<file path="src/rtl/psum_drain.sv">
// Drains per-column FWFT psum FIFOs in output-row order, applies shift/ReLU/saturate,
// and writes the ofmap row-major through a single valid/ready output register.
module psum_drain #(
   parameter int G_ARRAY_WIDTH  = 4,
   parameter int G_TOP_BITS     = 2,
   parameter int G_BOT_BITS     = 14,
   parameter int G_KERNEL_SIZE  = 5,
   parameter int G_IMAGE_HEIGHT = 28,
   parameter int G_IMAGE_WIDTH  = 28,
   parameter int G_OUT_BITS     = 8,
   parameter int G_SHIFT        = 7,
   parameter int G_RELU         = 1,
   localparam int PSUM_W = G_TOP_BITS + G_BOT_BITS,
   localparam int OUT_H  = G_IMAGE_HEIGHT - G_KERNEL_SIZE + 1,
   localparam int OUT_W  = G_IMAGE_WIDTH - G_KERNEL_SIZE + 1,
   localparam int N_OUT  = OUT_H * OUT_W,
   localparam int ADDR_W = (N_OUT > 1) ? $clog2(N_OUT) : 1
) (
   input  logic                              clk_i,
   input  logic                              rst_i,
   input  logic                              start_i,
   input  logic [G_ARRAY_WIDTH*PSUM_W-1:0]   psum_i,
   input  logic [G_ARRAY_WIDTH-1:0]          psum_empty_i,
   output logic [G_ARRAY_WIDTH-1:0]          psum_rd_en_o,
   output logic                              ofmap_vld_o,
   input  logic                              ofmap_ready_i,
   output logic [ADDR_W-1:0]                 ofmap_addr_o,
   output logic [G_OUT_BITS-1:0]             ofmap_data_o,
   output logic                              busy_o,
   output logic                              done_o
);

   localparam int SEL_W   = (G_ARRAY_WIDTH > 1) ? $clog2(G_ARRAY_WIDTH) : 1;
   localparam int ROW_W   = $clog2(OUT_H + 1);
   localparam int COL_W   = (OUT_W > 1) ? $clog2(OUT_W) : 1;
   localparam int SAT_MAX = (1 << (G_OUT_BITS - 1)) - 1;
   localparam int SAT_MIN = -(1 << (G_OUT_BITS - 1));

   typedef enum logic [1:0] {IDLE_S, DRAIN_S, FLUSH_S} state_t;

   state_t                  state_reg;
   logic [SEL_W-1:0]        sel_reg;
   logic [ROW_W-1:0]        row_reg;
   logic [COL_W-1:0]        col_reg;
   logic [ADDR_W-1:0]       cnt_reg;
   logic                    vld_reg;
   logic [ADDR_W-1:0]       addr_reg;
   logic [G_OUT_BITS-1:0]   data_reg;
   logic                    done_reg;

   logic [PSUM_W-1:0]        psum_sel;
   logic signed [PSUM_W-1:0] shifted;
   int                       y_val;
   logic [G_OUT_BITS-1:0]    data_next;
   logic                     pop;
   logic                     row_end;
   logic                     last_pop;

   assign psum_sel = psum_i[sel_reg*PSUM_W +: PSUM_W];
   assign pop      = (state_reg == DRAIN_S) && !psum_empty_i[sel_reg] &&
                     (!vld_reg || ofmap_ready_i);
   assign row_end  = (col_reg == COL_W'(OUT_W - 1));
   assign last_pop = pop && row_end && (row_reg == ROW_W'(OUT_H - 1));

   always_comb begin
      shifted = $signed(psum_sel) >>> G_SHIFT;
      y_val   = int'(shifted);
      if (G_RELU != 0 && y_val < 0)
         y_val = 0;
      if (y_val > SAT_MAX)
         y_val = SAT_MAX;
      else if (y_val < SAT_MIN)
         y_val = SAT_MIN;
      data_next = G_OUT_BITS'(y_val);
   end

   // FWFT FIFOs: the pop strobe is issued in the same cycle the head is captured.
   generate
      for (genvar gi = 0; gi < G_ARRAY_WIDTH; gi++) begin : g_rd_en
         assign psum_rd_en_o[gi] = pop && (sel_reg == SEL_W'(gi));
      end
   endgenerate

   always_ff @(posedge clk_i or posedge rst_i) begin
      if (rst_i) begin
         state_reg <= IDLE_S;
         sel_reg   <= '0;
         row_reg   <= '0;
         col_reg   <= '0;
         cnt_reg   <= '0;
         vld_reg   <= 1'b0;
         addr_reg  <= '0;
         data_reg  <= '0;
         done_reg  <= 1'b0;
      end else begin
         done_reg <= 1'b0;
         case (state_reg)
            IDLE_S: begin
               if (start_i) begin
                  state_reg <= DRAIN_S;
                  sel_reg   <= '0;
                  row_reg   <= '0;
                  col_reg   <= '0;
                  cnt_reg   <= '0;
               end
            end
            DRAIN_S: begin
               if (pop) begin
                  vld_reg  <= 1'b1;
                  addr_reg <= cnt_reg;
                  data_reg <= data_next;
                  cnt_reg  <= cnt_reg + 1'b1;
                  if (row_end) begin
                     col_reg <= '0;
                     row_reg <= row_reg + 1'b1;
                     // Row r lives in column r mod width: advance a wrap counter.
                     sel_reg <= (sel_reg == SEL_W'(G_ARRAY_WIDTH - 1)) ? '0 : sel_reg + 1'b1;
                  end else begin
                     col_reg <= col_reg + 1'b1;
                  end
                  if (last_pop)
                     state_reg <= FLUSH_S;
               end else if (ofmap_ready_i) begin
                  vld_reg <= 1'b0;
               end
            end
            FLUSH_S: begin
               if (vld_reg && ofmap_ready_i) begin
                  vld_reg   <= 1'b0;
                  done_reg  <= 1'b1;
                  state_reg <= IDLE_S;
               end
            end
            default: state_reg <= IDLE_S;
         endcase
      end
   end

   assign ofmap_vld_o  = vld_reg;
   assign ofmap_addr_o = addr_reg;
   assign ofmap_data_o = data_reg;
   assign busy_o       = (state_reg == DRAIN_S);
   assign done_o       = done_reg;

endmodule

</file>
<file path="config.mk">
export PLATFORM = sky130hd
export DESIGN_NAME = psum_drain
export DESIGN_NICKNAME = d
export VERILOG_FILES = /design/src/rtl/psum_drain.sv
export SDC_FILE = /design/constraint.sdc
export NUM_CORES = 1
export LEC_CHECK = 0
export ABC_AREA = 1
export CORE_UTILIZATION = 40
export DETAILED_ROUTE_END_ITERATION = 16
export PLACE_DENSITY = 0.87
export SLEW_MARGIN = 20
export SYNTH_ARGS = -nofsm -noshare
export SYNTH_HDL_FRONTEND = slang
export SYNTH_SLANG_ARGS = --single-unit
</file>
<file path="constraint.sdc">
create_clock -name clk_i -period 1.9 [get_ports clk_i]
set_clock_uncertainty 0.2 [all_clocks]
set_input_delay 0.38 -clock clk_i [delete_from_list [all_inputs] [get_ports clk_i]]
set_output_delay 0.38 -clock clk_i [all_outputs]
set_load 0.05 [all_outputs]
</file>
==> results of run 1 <==
-- per-layer routing --
metal	track usage, %	vias up
li1	-	1313
met1	23.64	1224
met2	38.93	78
met3	4.725	16
met4	10.00	0
met5	0	-
-- per-stage QoR --
step	hold slack [ns]	setup slack [ns]	util (%)	power, mW
final	0.2356	-0.2487	62.10	4.873
after detailed placement	0.2620	-0.3780	58.48	3.889
after floorplan	0.2638	-0.2205	-	2.974
after global routing	0.2783	-0.3124	62.10	5.177
after global placement	0.2530	-0.3301	58.48	3.787
after CTS	0.2482	-0.2464	61.50	4.779
-- what timing repair did --
action / in CTS / in global routing
gates resized for setup: 10 / 7
setup buffers: 5 / 4
cloned: 1 / 0
setup endpoints to repair: 17 / 37
pin swaps: 1 / 2
-- final cells by class --
class | instances | area (µm²)
Tap cell | 75 | 93.84
Multi-Input combinational cell | 256 | 1360
Clock inverter | 3 | 46.29
Fill cell | 490 | 2297
Inverter | 36 | 137.6
Sequential cell | 44 | 1102
Timing Repair Buffer | 96 | 954.7
Clock buffer | 5 | 68.82
-- worst max-delay path, stage by stage (launching register included) --
cell and delay (ns):
dfrtp_1 0.39, inv_2 0.08, ha_4 0.15, inv_4 0.04, a21oi_4 0.14, nand3_4 0.17
nor2_4 0.15, buf_12 0.15
-- worst paths after layout --
kind / from / end / slack (ns) / cells after the start
max in group asynchronous: rst_i / sel_reg[0] / 1.04 / 3
min reg2reg: ofmap_data_o[7] / ofmap_data_o[7] / 0.29 / 2
min in group clk_i: ofmap_data_o[7] / ofmap_data_o[7] / 0.29 / 2
max: state_reg[1] / psum_rd_en_o[3] / -0.25 / 7
max reg2reg: state_reg[1] / cnt_reg[8] / -0.20 / 13
min: rst_i / ofmap_addr_o[9] / 0.24 / 3
-- cells by family (layout without fill, tap and decap cells) --
family | after synthesis | count (layout)
and+or+nand+nor | 175 | 175
AOI/OAI and AO/OA | 64 | 64
buffers and inverters | 50 | 140
DFF | 44 | 44
adders and majority gates | 11 | 11
xor gates and xnor gates | 6 | 6
-- cells in the mapped netlist (2+ instances only) --
cell type | count | area [µm²]
a21oi_1 | 2 | 10.01
a21oi_2 | 2 | 17.52
buf_1 | 2 | 7.510
buf_2 | 3 | 15.01
clkbuf_1 | 8 | 30.03
dfrtp_1 | 44 | 1101
ha_1 | 11 | 137.6
inv_1 | 35 | 131.4
nand2_1 | 91 | 341.6
nand3_1 | 15 | 75.07
nand3b_1 | 4 | 30.03
nand4_1 | 9 | 56.30
nor2_1 | 45 | 168.9
nor3_1 | 6 | 30.03
o21ai_0 | 42 | 210.2
o21ai_1 | 8 | 40.04
o22ai_1 | 9 | 56.30
xor2_1 | 5 | 43.79
-- where the power goes --
| part | total, mW | switching (mW) | internal [mW] |
|---|---|---|---|
| logic | 2.86 | 1.74 | 1.12 |
| clock network | 0.739 | 0.342 | 0.396 |
| registers | 1.28 | 0.157 | 1.12 |
| total | 4.87 | 2.24 | 2.63 |
==> run metrics, run 1 <==
status complete, but fails checks; violated checks negative setup slack; die width about 80 µm; CP required 1.32 ns; Placed Area roughly 3500 µm²; xor/xnor share of the synthesized area under 10%; number of max-cap violations 0; Tmin final 2.149 ns; port buffer count 68; Post-synth EDFFs 0; setup total negative slack -5.004 ns; count of non-filler cells in the finished layout ~520; top routing layer in use met4; Final period util 113.1%; hold_buf cts 0; Seq/Total Area, Yosys 42.68%; # rows 28; Synth Register Bits 44; max-slew violations 0; die height ~82 µm; Antenna Violating Nets Remaining 0; highest-count cells in the layout ignoring fill and taps nand2_1, dfrtp_1, clkdlybuf4s50_1; pwr dens approximately 1300 nW/µm²; clk buf depth 2; global-route wire length before repair roughly 11000 µm; maximum number of pins on one net before global-route repair 45; post-synthesis compound-gate area fraction 13.29%; Peak supply drop about 900 µV; Fin. Hold Viols 0; Critical Path Sink Type output port; Main synth FF type dfrtp_1; ANT cells 0; share of layout cells above drive strength 1 18.41%; CP Data Arrival Time ~1.6 ns; die area between 6000 and 7000 µm²; syn avg cell area 7.371 µm²; core footprint approximately 6100 µm²; hpwl dp 4922 µm; Slew @ Worst Pin around 0.32 ns; YS warnings 0; vias in the first global route about 2500; Cells after Synth 350; final setup margin -0.2487 ns; nets 522; CP Max Fanout 6; H-tree depth 2; Area Growth Syn to Fin 45.88%; RSZ-0062 raised after global routing yes; post-synthesis net count about 430; Sink Count 44; Post-Synth Adder-Cell Area under 10%; Yosys cell types 27; wire length per cell 13.29 µm; Starting Density between 40 and 50%; largest family of logic cells by synthesized area simple AND/OR/NAND/NOR gates; TritonCTS clock tree yes; Post-Syn Area between 2000 and 3000 µm²; Reg clk slew, reported paths roughly 0.090 ns; Crit Path Class register to output port; vias about 2600; Post-Synth Simple-Gate Area 29.10%; commonest non-fill, non-tap cell in the layout nand2_1; total global-route track usage between 20 and 25%; final instance area ~3800 µm²; # setup viols final 37; wl on met1 around 2800 µm; WL met2 roughly 3500 µm; routed wl met3 roughly 370 µm; drt pass-1 iters 4; slew margin rel. a little under 80%; grt ovf 0; clock buffer count from CTS 5; vias per inst ~5.1; placer congestion estimate roughly 0.84; CTS root buffer clkbuf_8; final WL approximately 7000 µm; IO Count 97; # DRC 0; leakage power approximately 1.8 nW; post-synthesis mux area share 0%; min-delay worst type input pin to async pin; FMAX roughly 470 MHz; antenna violations before repair 0; ys async rst share 100.0%; 1st-iter DRT viols 150; Placed Instances 500; clk_lat worst skew roughly 0.31 ns; CP Launch Type register
No activity file was read; power rests on OpenSTA's default activity.
==> run 2: changes to the inputs <==
Settings changed: CAP_MARGIN set to 30, CORE_UTILIZATION 40 to 48, PLACE_DENSITY 0.87 to 0.95.
Clock period 1.9 ns to 2.5 ns, I/O delays scaled along.
==> run 2 against run 1 <==
The flow now finishes without violations. Routed wire length grew 5.3%. Worst setup slack gained 0.33 ns. Cell count shrank 3.9%. Clock power shrank 23%. First-iteration DRC count grew 35%. Core utilization grew 7.6 points. Combinational power shrank 35%. Register-to-register slack gained 0.43 ns. Power shrank 30%.
==> run metrics, run 2 (synthesized netlist as in run 1, its figures left out) <==
CTS root buffer clkbuf_8; Starting Density between 50% and 60%; highest-count cells in the layout ignoring fill and taps nand2_1, clkdlybuf4s50_1, dfrtp_1; grt met2 use about half; drt pass-1 iters 4; status complete, no violations; CP Data Arrival Time 1.72 ns; core footprint between 5000 and 6000 µm²; critical path's slowest cell clkdlybuf4s50_1; CP required approximately 1.8 ns; number of max-cap violations 0; Placed Area approximately 3500 µm²; setup total negative slack 0 ns; nets roughly 510; pwr dens 952.4 nW/µm²; hpwl dp slightly above 5000 µm; die area between 5000 and 6000 µm²; global-route wire length before repair about 12000 µm; Critical Path Sink Type output port; CP Max Fanout 6; max-slew violations 0; Sink Count 44; IO Count 97; Crit Path Class input pin to output port; GRT Max-Usage Layer met2; Tmin final 2.422 ns; antenna violations before repair 0; share of layout cells above drive strength 1 9.647%; Worst Reg2Reg Path Length in Cells 10; RSZ-0062 raised after global routing no; hold_buf cts 0; slew margin rel. roughly 63%; FMAX between 400 and 500 MHz; port buffer count 68; ANT cells 0; clk_lat worst skew between 0.3 and 0.4 ns; vias approximately 2700; commonest non-fill, non-tap cell in the layout nand2_1; CP top delay family buffers and inverters; Antenna Violating Nets Remaining 0; die width 75.32 µm; # setup viols final 0; Fin. Hold Viols 0; CP Cell Sequence clkdlybuf4s50_1, inv_1, a21oi_2, nand3_4, nor2_4, buf_12; total global-route track usage around 28%; grt ovf 0; vias per inst approximately 5.4; min-delay worst type register to register; H-tree depth 2; M3 GR Usage ~7.4%; Slew @ Worst Pin 0.5480 ns; Crit. path cell count 6; maximum number of pins on one net before global-route repair 45; clock buffer count from CTS 5; Max stage delay on crit path 0.48 ns; CP Launch Type input pin; placer congestion estimate between 0.8 and 0.9; final instance area around 3600 µm²; leakage power between 1.5 and 2 nW; hold depth 2; Peak supply drop around 630 µV; # DRC 0; die height roughly 75 µm; M1 GR Usage between 30% and 40%; wire length per cell roughly 15 µm; final WL a little over 7000 µm; Buf/Inv on CP 3; TritonCTS clock tree yes; Final period util roughly 97%; # rows 26; 1st-iter DRT viols 203; Reg clk slew, reported paths roughly 0.090 ns; vias in the first global route about 2600; clk buf depth 2; Area Growth Syn to Fin 38.89%
==> run 2: cell types whose count changed in the layout (fill, tap and decap cells not counted), sizes merged <==
cell,change
buf,-35
clkdlybuf4s50,+20
==> run 2: layer usage <==
metal	up-vias	routed length [µm]
met3	18	497
met1	1288	2939
li1	1280	-
met2	94	3566
met4	0	205
met5	-	0
==> run 2: worst paths after layout <==
| kind | start | to | slack, ns |
|---|---|---|---|
| max | ofmap_ready_i | psum_rd_en_o[0] | 0.08 |
| min | ofmap_data_o[6] | ofmap_data_o[6] | 0.29 |
| max reg2reg | col_reg[0] | row_reg[3] | 0.23 |
| min reg2reg | ofmap_data_o[6] | ofmap_data_o[6] | 0.29 |
| max in group asynchronous | rst_i | sel_reg[0] | 1.29 |
| min in group asynchronous | rst_i | ofmap_addr_o[7] | 0.43 |
==> run 2: per-stage QoR <==
step	utilization [%]	hold slack, ns	setup slack [ns]	std cells	total power [mW]
after global routing	69.72	0.3137	0.00007028	495	3.642
after floorplan	-	0.2638	0.1195	350	2.198
after detailed placement	67.14	0.2684	-0.1106	485	2.792
final	69.72	0.2910	0.07817	495	3.413
after global placement	67.14	0.2521	-0.03308	485	2.714
after CTS	69.67	0.2915	0.06391	495	3.397
==> run 2: worst min-delay path, cell delays in order, from the launching register on <==
cell and delay (ns):
dfrtp_1 0.36, nand2_1 0.05, nand2_1 0.05
==> run 2: cell type report <==
class                           instances  area (µm²)
Fill cell                             380        1556
Sequential cell                        44        1101
Tap cell                               70       87.58
Clock inverter                          3       46.29
Multi-Input combinational cell        256        1329
Timing Repair Buffer                   81       815.8
Clock buffer                            5       68.82
Inverter                               36       135.1
==> run 2: power breakdown <==
group	internal, mW	leakage [nW]	switching, mW
Combinational	0.617	0.978	1.24
Sequential	0.856	0.596	0.125
Clock	0.301	0.0548	0.269
==> run 2: repair_timing <==
| item | in CTS | in global routing |
|---|---|---|
| gates resized for setup | 0 | 2 |
| buffers inserted | 2 | 0 |
| setup endpoints to repair | 1 | 8 |
| pin swaps | 1 | 1 |
